[src/rtl/acc_postproc.sv]
// acc_postproc: bias add, optional ReLU, rounded requantising shift, saturation and lane packing
// behind a valid/ready handshake whose stall freezes every stage.
`default_nettype none

module acc_postproc #(
  parameter int AK_BW = 20,
  parameter int B_BW  = 16,
  parameter int O_BW  = 8,
  parameter int PACK  = 4,
  parameter int SH_BW = 5
) (
  input  logic                 clk,
  input  logic                 rst_n,
  input  logic                 i_acc_valid,
  output logic                 o_acc_ready,
  input  logic [AK_BW-1:0]     i_acc_kernel,
  input  logic [B_BW-1:0]      i_bias,
  input  logic [SH_BW-1:0]     i_shift,
  input  logic                 i_relu_en,
  input  logic                 i_last,
  output logic                 o_pack_valid,
  input  logic                 i_pack_ready,
  output logic [O_BW*PACK-1:0] o_pack_data,
  output logic [PACK-1:0]      o_pack_mask,
  output logic [15:0]          o_sat_cnt
);

  localparam int c_SW = AK_BW + 1;
  localparam int c_RW = AK_BW + 2;
  localparam int c_IW = $clog2(PACK);
  localparam logic signed [c_RW-1:0] c_OMAX = c_RW'((1 << (O_BW - 1)) - 1);
  localparam logic signed [c_RW-1:0] c_OMIN = ~c_OMAX;

  logic w_adv;
  assign w_adv       = !o_pack_valid || i_pack_ready;
  assign o_acc_ready = w_adv;

  // S1: widened bias add
  logic signed [c_SW-1:0] w_s1_sum;
  assign w_s1_sum = $signed({i_acc_kernel[AK_BW-1], i_acc_kernel})
                  + $signed({{(c_SW-B_BW){i_bias[B_BW-1]}}, i_bias});

  logic                   r_s1_valid;
  logic signed [c_SW-1:0] r_s1_sum;
  logic [SH_BW-1:0]       r_s1_shift;
  logic                   r_s1_relu;
  logic                   r_s1_last;

  always_ff @(posedge clk) begin
    if (rst_n) begin
      r_s1_valid <= 1'b0;
      r_s1_sum   <= '0;
      r_s1_shift <= '0;
      r_s1_relu  <= 1'b0;
      r_s1_last  <= 1'b0;
    end else if (w_adv) begin
      r_s1_valid <= i_acc_valid;
      r_s1_sum   <= w_s1_sum;
      r_s1_shift <= i_shift;
      r_s1_relu  <= i_relu_en;
      r_s1_last  <= i_last;
    end
  end

  // S2: ReLU, round-half-up arithmetic shift, saturate
  logic [SH_BW-1:0]       w_sh;
  logic signed [c_RW-1:0] w_relu_val;
  logic signed [c_RW-1:0] w_round;
  logic signed [c_RW-1:0] w_shifted;
  logic                   w_sat;
  logic [O_BW-1:0]        w_res;

  assign w_sh       = (r_s1_shift > SH_BW'(AK_BW)) ? SH_BW'(AK_BW) : r_s1_shift;
  assign w_relu_val = (r_s1_relu && r_s1_sum[c_SW-1]) ? '0 : $signed({r_s1_sum[c_SW-1], r_s1_sum});
  assign w_round    = (w_sh == '0) ? '0 : $signed(c_RW'(1) << (w_sh - 1'b1));
  assign w_shifted  = (w_relu_val + w_round) >>> w_sh;
  assign w_sat      = (w_shifted > c_OMAX) || (w_shifted < c_OMIN);
  assign w_res      = (w_shifted > c_OMAX) ? c_OMAX[O_BW-1:0] :
                      (w_shifted < c_OMIN) ? c_OMIN[O_BW-1:0] : w_shifted[O_BW-1:0];

  logic            r_s2_valid;
  logic [O_BW-1:0] r_s2_res;
  logic            r_s2_sat;
  logic            r_s2_last;

  always_ff @(posedge clk) begin
    if (rst_n) begin
      r_s2_valid <= 1'b0;
      r_s2_res   <= '0;
      r_s2_sat   <= 1'b0;
      r_s2_last  <= 1'b0;
    end else if (w_adv) begin
      r_s2_valid <= r_s1_valid;
      r_s2_res   <= w_res;
      r_s2_sat   <= w_sat;
      r_s2_last  <= r_s1_last;
    end
  end

  logic            r_s3_valid;
  logic [O_BW-1:0] r_s3_res;
  logic            r_s3_last;

  always_ff @(posedge clk) begin
    if (rst_n) begin
      r_s3_valid <= 1'b0;
      r_s3_res   <= '0;
      r_s3_last  <= 1'b0;
      o_sat_cnt  <= '0;
    end else if (w_adv) begin
      r_s3_valid <= r_s2_valid;
      r_s3_res   <= r_s2_res;
      r_s3_last  <= r_s2_last;
      if (r_s2_valid && r_s2_sat && (o_sat_cnt != 16'hFFFF))
        o_sat_cnt <= o_sat_cnt + 16'd1;
    end
  end

  // Packer: the completing element goes straight into the output word
  logic [O_BW*PACK-1:0] r_lanes;
  logic [PACK-1:0]      r_mask;
  logic [c_IW-1:0]      r_idx;
  logic [O_BW*PACK-1:0] w_word;
  logic [PACK-1:0]      w_mask;
  logic                 w_done;

  always_comb begin
    w_word = r_lanes;
    w_mask = r_mask;
    for (int l = 0; l < PACK; l++) begin
      if (c_IW'(l) == r_idx) begin
        w_word[l*O_BW +: O_BW] = r_s3_res;
        w_mask[l]              = 1'b1;
      end
    end
  end

  assign w_done = r_s3_valid && (r_s3_last || (r_idx == c_IW'(PACK - 1)));

  always_ff @(posedge clk) begin
    if (rst_n) begin
      r_lanes      <= '0;
      r_mask       <= '0;
      r_idx        <= '0;
      o_pack_valid <= 1'b0;
      o_pack_data  <= '0;
      o_pack_mask  <= '0;
    end else if (w_adv) begin
      if (w_done) begin
        o_pack_valid <= 1'b1;
        o_pack_data  <= w_word;
        o_pack_mask  <= w_mask;
        r_lanes      <= '0;
        r_mask       <= '0;
        r_idx        <= '0;
      end else begin
        o_pack_valid <= 1'b0;
        if (r_s3_valid) begin
          r_lanes <= w_word;
          r_mask  <= w_mask;
          r_idx   <= r_idx + 1'b1;
        end
      end
    end
  end

endmodule

`default_nettype wire

[config.mk]
export PLATFORM = sky130hd
export DESIGN_NAME = acc_postproc
export DESIGN_NICKNAME = d
export VERILOG_FILES = /design/src/rtl/acc_postproc.sv
export SDC_FILE = /design/constraint.sdc
export NUM_CORES = 1
export LEC_CHECK = 0
export ABC_AREA = 1
export BUFFER_PORTS_ARGS = -buffer_cell sky130_fd_sc_hd__buf_2
export CORE_MARGIN = 5
export CORE_UTILIZATION = 56
export CTS_BUF_LIST = sky130_fd_sc_hd__clkbuf_4
export CTS_CLUSTER_DIAMETER = 150
export DETAILED_ROUTE_END_ITERATION = 16
export MAX_ROUTING_LAYER = met4
export PLACE_DENSITY = 0.82
export SLEW_MARGIN = 10
export SYNTH_ARGS = -nofsm -noshare
export SYNTH_HDL_FRONTEND = slang
export SYNTH_SLANG_ARGS = --single-unit
export TNS_END_PERCENT = 20
[constraint.sdc]
create_clock -name clk -period 3.9 [get_ports clk]
set_input_delay 0.39 -clock clk [delete_from_list [all_inputs] [get_ports clk]]
set_output_delay 0.39 -clock clk [all_outputs]
set_load 0.03 [all_outputs]
# Yosys cells after proc, flatten, opt, wreduce, memory -nomap -nowiden
# Cells that the tools add are included.
# W data, S select, Z words.
[totals]
output_inout_bits = 54
regBits = 141
inputBits = 47
[op_classes]
n_addsub = 5
muxes = 20
shift = 2
n_reduce_logical = 14
n_eq_ne = 5
n_lt_le_gt_ge = 3
[op_table]
columns = ["operator", "count"]
rows = [
  ["$mux W32", 2],
  ["$mux W8", 6],
  ["$mux W22", 2],
  ["$add A22 B22 Y22", 1],
  ["$gt A22 B8 Y1 const B", 1],
  ["$lt A22 B8 Y1 const B", 1],
  ["$shl A1 B5 Y22 const A", 1],
  ["$sshr A22 B5 Y22", 1],
  ["$add A20 B16 Y21", 1],
  ["$add A16 B1 Y16 const B", 1],
  ["$ne A16 B16 Y1 const B", 1],
  ["$mux W4", 2],
  ["$reduce_and A2 Y1", 3],
  ["$gt A5 B5 Y1 const B", 1],
  ["$logic_not A5 Y1", 1],
  ["$mux W1", 5],
  ["$mux W5", 1],
  ["$sub A5 B1 Y5 const B", 1],
  ["$eq A2 B2 Y1 const A", 2],
  ["$logic_and A1 B1 Y1", 4],
  ["$mux W2", 2],
  ["$logic_or A1 B1 Y1", 3],
  ["$add A2 B1 Y2 const B", 1],
  ["$eq A1 B2 Y1 const A", 1],
  ["4 further kinds", 4],
]

# Depth between registers and ports, before layout
# Gate-level depths: netlist of the first run.
[depth]
ltp_word = 10
mapped_depth = 41
mapped_depth_nobuf = 38

# Worst setup path after synthesis of the first run
# No wires, ideal clock.
[synth_path]
path_kind = "register to register"
startpoint = "register r_s1_shift[2]"
endpoint = "register r_s2_res[0]"
setup_slack_ns = -0.422
setup_ns = 0.126
stages_incl_launch_ff = 40
arrival_time_ns = 4.196
required_ns = 3.774
cell_sequence = "dfxtp_1 -> buf_2 -> o21ai_2 -> a21oi_4 -> nor2_4 -> buf_6 -> buf_6 -> nor2_1 -> inv_1 -> nor2_1 -> nand2_1 -> inv_1 -> or2_2 -> inv_1 -> nor2_1 -> inv_1 -> nor2_1 -> ha_1 -> (+4 left out) -> nand2_2 -> nand2_1 -> nand2_2 -> nand3_1 -> nand2_1 -> nand2_1 -> nand3_1 -> nand3_1 -> nand3_1 -> nand2_1 -> nand2_1 -> nand2_1 -> nor2_1 -> nand2_1 -> nor2_1 -> nand2_1 -> a21oi_4 -> a21oi_1"
[synth_between]
elab_chain_cells = 10
word_cells_on_any_way = 12
cone_classes = "add/sub (2); order compare (3); shift (2); mux (4); reduce/logical (1)"
[synth_rtl]
columns = ["element", "line_no", "text"]
rows = [
  ["from (decl)", "45", "logic [SH_BW-1:0] r_s1_shift;"],
  ["from (signal assigned)", "59", "r_s1_shift <= i_shift;"],
  ["$gt A5 B5 Y1", "73", "assign w_sh = (r_s1_shift > SH_BW'(AK_BW)) ? SH_BW'(AK_BW) : r_s1_shift;"],
  ["$mux W5 *", "73", ""],
  ["$sub A5 B1 Y5", "75", "assign w_round = (w_sh == '0) ? '0 : $signed(c_RW'(1) << (w_sh - 1'b1));"],
  ["$shl A1 B5 Y22", "75", ""],
  ["$mux W22", "75", ""],
  ["$add A22 B22 Y22", "76", "assign w_shifted = (w_relu_val + w_round) >>> w_sh;"],
  ["$sshr A22 B5 Y22 *", "76", ""],
  ["$lt A22 B8 Y1", "79", "(w_shifted < c_OMIN) ? c_OMIN[O_BW-1:0] : w_shifted[O_BW-1:0];"],
  ["$mux W8", "79", ""],
  ["$mux W8 *", "78", "assign w_res = (w_shifted > c_OMAX) ? c_OMAX[O_BW-1:0] :"],
  ["to (signal assigned)", "94", "r_s2_res <= w_res;"],
  ["to (decl)", "82", "logic [O_BW-1:0] r_s2_res;"],
]
# Mark *: on every way between the ends. The rest lies on a longest branch, timed or not.
# A chain may end at the register's enable or synchronous reset.

# Worst setup path in the final report of the first run
[layout_path]
startpoint = "register r_s1_shift[3]"
endpoint = "register r_s2_res[2]"
# Same word-level chain as after synthesis.

==> metrics.txt, run 1 <==
Routed Wire Length=26700 µm; placement-stage cell area=10800 µm²; clk buf depth=2; FMAX=0.243 GHz; num ports=101; Synth area leader=dfxtp_1; Layout Utilization=67.7%; R2R Path Start=r_s1_shift[3]; Slowest-stage cell, CP=dfxtp_2; global-route wire length before repair=44300 µm; Overall Global Routing Usage=27.6%; Avg Cell Area, Syn=6.37 µm²; CTS Hold Bufs=0; First-pass DRT Iterations=5; synthesis-stage register bit count=141; slowest stage delay, CP=0.37 ns; Internal Power=2.24 mW; top cells by count, synth=nand2_1 (379), inv_1 (205), a21oi_1 (142); P&R area growth vs syn=18.3%; # rows=47; Worst slew margin=27.4%; Crit path max-delay family=simple AND/OR/NAND/NOR gates; sequential group share of total power=44.1%; XOR/XNOR Fraction of Synth Area=2.03%; synthesized cell area=9480 µm²; simple-gate share of the synthesized area=30.5%; largest family of logic cells by synthesized area=simple AND/OR/NAND/NOR gates; Layout Cell Area excl Fill=11200 µm²; nets=1742; Die Ht=140 µm; Synth warnings=0; CP Capture Type=register; DP Wirelength=20700 µm; Final min period=4.11 ns; worst-margin pin slew=1.09 ns; IR drop worst, VDD=0.000191 V; Compound-Gate Fraction of Synth Area=17.1%; Leakage=5.62 nW; status=finished, violations left; register area share after synthesis=29.8%; CTS sink cnt=141; global route overflow=0; Area contributors post-synth=dfxtp_1 (30%), nand2_1 (15%), inv_1 (8.1%); Gate Count Post-Synth=1489; CP Data Required Time=4.32 ns; Pwr Density=311 nW/µm²; # Max-Cap Violations=0; Total Power=3.49 mW; CP most frequent cell=nand2_1; asr flop ratio synth=0%; via/cell ratio=5.31; largest net degree at the start of global routing=51; final setup fails=8; Final Max Tran Viols=0; final hold violation count=0; Worst setup startpoint=r_s1_shift[3]; DR iter-0 viols=789; IO Port Bufs=100; Worst-Skew Late Latency=0.54 ns; Psw=1.26 mW; top-area cell type share of the netlist area=29.8%; DRC=0; Placer Congestion=0.968; register clock-pin slew on the reported worst setup and hold paths=0.13 ns; Num CTS Buffers=17; diode count=0; mux contribution to synthesized area=2.96%; antenna violations before repair=0; CP Class=register to register; Tcrit/Tclk final=105%; drt wl/cell=14.2 µm; starting density of the core=57.2%; DRT antenna net count=0; Cell Count, Final, Fillers Out=1880; placed insts=1844; Clock power frac=27.5%; CP max FO=8; Cell variety after synth=50; Synth Flop Type=dfxtp_1; syn nets=1584; RSZ-0062 raised after global routing=yes; Logic pwr share=28.4%; htree depth=4; CP bufs+invs=5; EDFF count, synth=0; die width=140 µm; Worst EP arrival=4.54 ns; Worst Hold Launch=i_relu_en; worst setup margin=-0.214 ns; clk_skew=0.0265 ns; core area=16600 µm²; total die area=19600 µm²; vias in the first global route=9411; clock root buffer=clkbuf_4; Tightest Hold Check Type=primary input to register; Switching Fraction=35.9%; count leader, synth=nand2_1; layout cells sized above 1=19.8%; violated checks=setup timing; Via Count=9987; CTS tree=done; Post-Synth Adder-Cell Area=6.49%; Sum Neg Setup Slack=-1.64 ns; startpoint types=register
==> layout make-up <==
| class | instances | area, µm² |
|---|---|---|
| well taps | 220 | 275 |
| clock buffers | 17 | 128 |
| inverters | 213 | 800 |
| multi-input cells | 1074 | 5750 |
| flip-flops and latches | 141 | 2830 |
| fillers | 1515 | 5360 |
| repair buffers | 200 | 1270 |
| clock inverters | 15 | 171 |
==> final timing paths <==
check                         end  slack (ns)  cells after the start
hold reg to reg   o_pack_data[20]        0.45                      2
setup reg to reg      r_s2_res[2]       -0.21                     33
hold / removal          r_s1_relu        0.11                      3
setup / recovery      r_s2_res[2]       -0.21                     33
==> flip-flops by register name (all words and copies together) (netlist names), 2 cells and up <==
register / flops
r_s1_shift: 5
r_s3_res: 8
o_sat_cnt: 16
r_s2_res: 8
r_s1_sum: 21
o_pack_mask: 4
r_lanes: 32
r_idx: 2
r_mask: 4
o_pack_data: 32
==> power groups by stage <==
stage          sequential, mW  clock, mW  combinational [mW]
2_1_floorplan            1.56          0               0.629
3_3_place_gp             1.57          0               0.944
3_5_place_dp             1.57          0               0.951
4_1_cts                  1.54      0.973               0.977
5_1_grt                  1.55       1.05                1.11
6_report                 1.54      0.961               0.991
==> per-stage QoR <==
| stage | worst slack, ns | hold slack [ns] |
|---|---|---|
| after floorplan | -0.212 | 0.430 |
| after global placement | -0.274 | 0.427 |
| after detailed placement | -0.332 | 0.431 |
| after CTS | -0.126 | 0.0823 |
| after global routing | -0.620 | 0.107 |
| final | -0.214 | 0.107 |
==> tightest hold or removal path: cells and delay by family <==
kind,cells,cell delay [ns]
buffers and inverters,1,0.07
AOI/OAI and AO/OA,1,0.07
and+or+nand+nor,1,0.08
==> kinds of logic after synthesis <==
logic type      count (synthesis)
mux                            25
other cells                     1
fa+ha+maj                      48
xor+xnor                       22
compound gates                298
buf+inv                       274
flops                         141
simple gates                  680
==> per-layer routing <==
layer  global-route usage (%)  vias up  wire length (µm)
met2                     45.4      281             12600
li1                         -     5147                 -
met4                     7.96        0               517
met5                        -        -                 0
met3                     3.68       40              1380
met1                     35.6     4519             12200
==> placed cells by master, fill, tap and decap left out, drive strengths merged <==
cell type,instances
a211oi,2
a21boi,2
a21o,1
a21oi,145
a31oi,4
and2,3
and3,1
buf,200
bufinv,1
clkbuf,17
clkinv,6
clkinvlp,3
conb,1
dfxtp,141
fa,2
ha,46
inv,218
mux2,24
mux2i,1
nand2,388
nand3,115
nand3b,5
nand4,14
nor2,132
nor3,14
nor3b,3
nor4,3
o211ai,19
o21a,3
o21ai,113
o21bai,2
o221ai,4
o22ai,1
o31ai,2
or2,2
xnor2,7
xor2,15
==> repair_timing <==
| item | CTS | global route |
|---|---|---|
| resized for setup | 29 | 3 |
| gates cloned | 0 | 0 |
| buffers inserted | 4 | 0 |
| endpoints found under the setup margin | 8 | 8 |
| pin swaps | 14 | 2 |
Power figures use the tool's default switching activity.
==> inputs of run 2 (changes only) <==
Settings changed: CORE_UTILIZATION 56 to 30, PLACE_DENSITY 0.82 to 0.5.
==> metrics.txt, run 2 (synthesized netlist as in run 1, its figures left out) <==
status=finished, violations left; violated checks=setup timing; top routing layer in use=met4; drt wl/cell=14.2 µm (+0.16%); global route overflow=0 (unchanged); die width=188 µm (+34%); Fill cells=3486 (+130%); via/cell ratio=4.69 (-12%); Psw=1.29 mW (+2.7%); final hold violation count=0 (unchanged); Routed Wire Length=29600 µm (+11%); Final Max Tran Viols=0 (unchanged); Via Count=9749 (-2.4%); Placer Congestion=0.943 (-2.6%); RSZ-0062 raised after global routing=yes; most frequent cells in the layout=nand2_1 (353), inv_1 (199), dfxtp_1 (138), a21oi_1 (130), nor2_1 (116); final setup fails=8 (unchanged); core area=31400 µm² (+89%); startpoint types=register; CP most frequent cell=nand2_1; Worst slew margin=26.4% (-1.0 points); # rows=65 (+38%); R2R Path Start=r_s1_shift[2]; Overall Global Routing Usage=17.2% (-10 points); Reg2Reg Setup Slack=-0.33 ns (-0.12 ns); DRC=0 (unchanged); leading cell type in the layout, fill and taps excluded=nand2_1; Slowest-stage cell, CP=dfxtp_2; sequential group share of total power=43.3% (-0.8 points); htree depth=4 (unchanged); Logic pwr share=29.9% (+1.5 points); Final min period=4.23 ns (+0.121 ns); Leakage=5.74 nW (+2.1%); FMAX=0.236 GHz (-2.9%); FF-to-FF path depth=30 (-9.1%); Worst setup startpoint=r_s1_shift[2]; Num CTS Buffers=17 (unchanged); IO Port Bufs=100 (unchanged); P&R area growth vs syn=23.8%; worst setup margin=-0.335 ns (-0.121 ns); register clock-pin slew on the reported worst setup and hold paths=0.16 ns (+0.03 ns); clk buf depth=2 (unchanged); DR iter-0 viols=495 (-37%); total die area=35300 µm² (+80%); DP Wirelength=22900 µm (+10%); CP max FO=25 (+17); Switching Fraction=36.3% (+0.33 points); IR drop worst, VDD=0.000201 V (+5.1%); Regs by FF count=o_pack_data: 32 flops, r_lanes: 32 flops, r_s1_sum: 21 flops; worst-margin pin slew=1.10 ns (+0.0155 ns); vias in the first global route=9320 (-0.97%); met2 routed WL=14300 µm (+14%); Post-Route M1 WL=13700 µm (+13%); Sum Neg Setup Slack=-2.51 ns (-0.871 ns); clk_skew=0.0270 ns (+0.000491 ns); Layout Utilization=37.4% (-30 points); Worst EP arrival=4.67 ns (+0.13 ns); # Max-Cap Violations=0 (unchanged); global-route wire length before repair=48800 µm (+10%); Pwr Density=303 nW/µm² (-2.7%); slowest stage delay, CP=0.36 ns (about the same); FF-to-FF End=r_s2_res[4]; nets=1758 (+0.92%); First-pass DRT Iterations=5 (unchanged); CTS tree=done; CP Capture Type=register; starting density of the core=30.2% (-27 points); CP Class=register to register; largest net degree at the start of global routing=68 (+33%); Tightest Hold Check Type=primary input to register; CP Data Required Time=4.34 ns (+0.02 ns); Worst-Skew Late Latency=0.57 ns (+0.03 ns); antenna violations before repair=2 (+2); layout cells sized above 1=23.3% (+3.5 points); Internal Power=2.26 mW (+1.3%); num ports=101 (unchanged); placement-stage cell area=11100 µm² (+3.2%); met3 wire len=861 µm (-38%); Worst Setup EP=r_s2_res[4]; Clock power frac=26.8% (-0.7 points); Die Ht=188 µm (+34%); DRT antenna net count=0 (unchanged); Layout Cell Area excl Fill=11700 µm² (+4.6%); clock root buffer=clkbuf_4; Tcrit/Tclk final=109% (+3.1 points); CTS sink cnt=141 (unchanged)
## run 2: what timing repair did
item / in CTS / in global routing
hold buffers: 0 / 0
setup endpoints to repair: 8 / 8
pin swaps: 15 / 20
setup buffers: 5 / 0
resized for setup: 17 / 69
## run 2: stage by stage
step	hold WS (ns)	setup slack (ns)	instances	total power [mW]
6_report	0.109	-0.335	2080	3.55
5_1_grt	0.0578	-0.667	2080	3.80
4_1_cts	0.0517	-0.326	2078	3.57
3_5_place_dp	0.434	-0.428	2041	2.58
3_3_place_gp	0.431	-0.354	2041	2.58
2_1_floorplan	0.430	-0.212	1489	2.19
## run 2: how the worst min path moves through the flow
| stage | from | to | slack (ns) | cells past startpoint |
|---|---|---|---|---|
| after global routing | i_shift[1] | r_s1_shift[1] | 0.06 | 3 |
| after detailed placement | o_pack_data[31] | o_pack_data[31] | 0.43 | 2 |
| after global placement | o_pack_data[12] | o_pack_data[12] | 0.43 | 2 |
| after CTS | i_shift[1] | r_s1_shift[1] | 0.05 | 3 |
| final | i_last | r_s1_last | 0.11 | 3 |
| after floorplan | r_s1_sum[0] | r_s1_sum[0] | 0.43 | 2 |
## run 2: routing by layer
layer  vias to the layer above  track usage (%)
met4                         0             4.52
met5                         -                -
met2                       166             29.1
li1                       5172                -
met1                      4377             21.5
met3                        34             2.90
## run 2: power groups by stage
stage	registers [mW]	logic, mW	clock network, mW
2_1_floorplan	1.56	0.629	0
3_3_place_gp	1.57	1.01	0
3_5_place_dp	1.57	1.01	0
4_1_cts	1.54	1.03	0.999
5_1_grt	1.55	1.19	1.06
6_report	1.54	1.06	0.952
## run 2: worst max-delay path, delay by kind of cell, from the launching register on
family	cells	cell delay, ns
adder cells (fa/ha/maj)	1	0.29
AND/OR/NAND/NOR	20	1.92
buffers and inverters	4	0.61
flip-flops	1	0.36
AO/OA/AOI/OAI	5	0.91
## run 2: final cells by class
| class | instances | area, µm² | share of cell area [%] |
|---|---|---|---|
| multi-input cells | 1074 | 5930 | 50.6 |
| flip-flops and latches | 141 | 2830 | 24.1 |
| repair buffers | 216 | 1400 | 11.9 |
| inverters | 213 | 800 | 6.81 |
| well taps | 402 | 503 | 4.29 |
| clock inverters | 15 | 136 | 1.16 |
| clock buffers | 17 | 128 | 1.09 |
| diodes | 2 | 5.00 | 0.0426 |
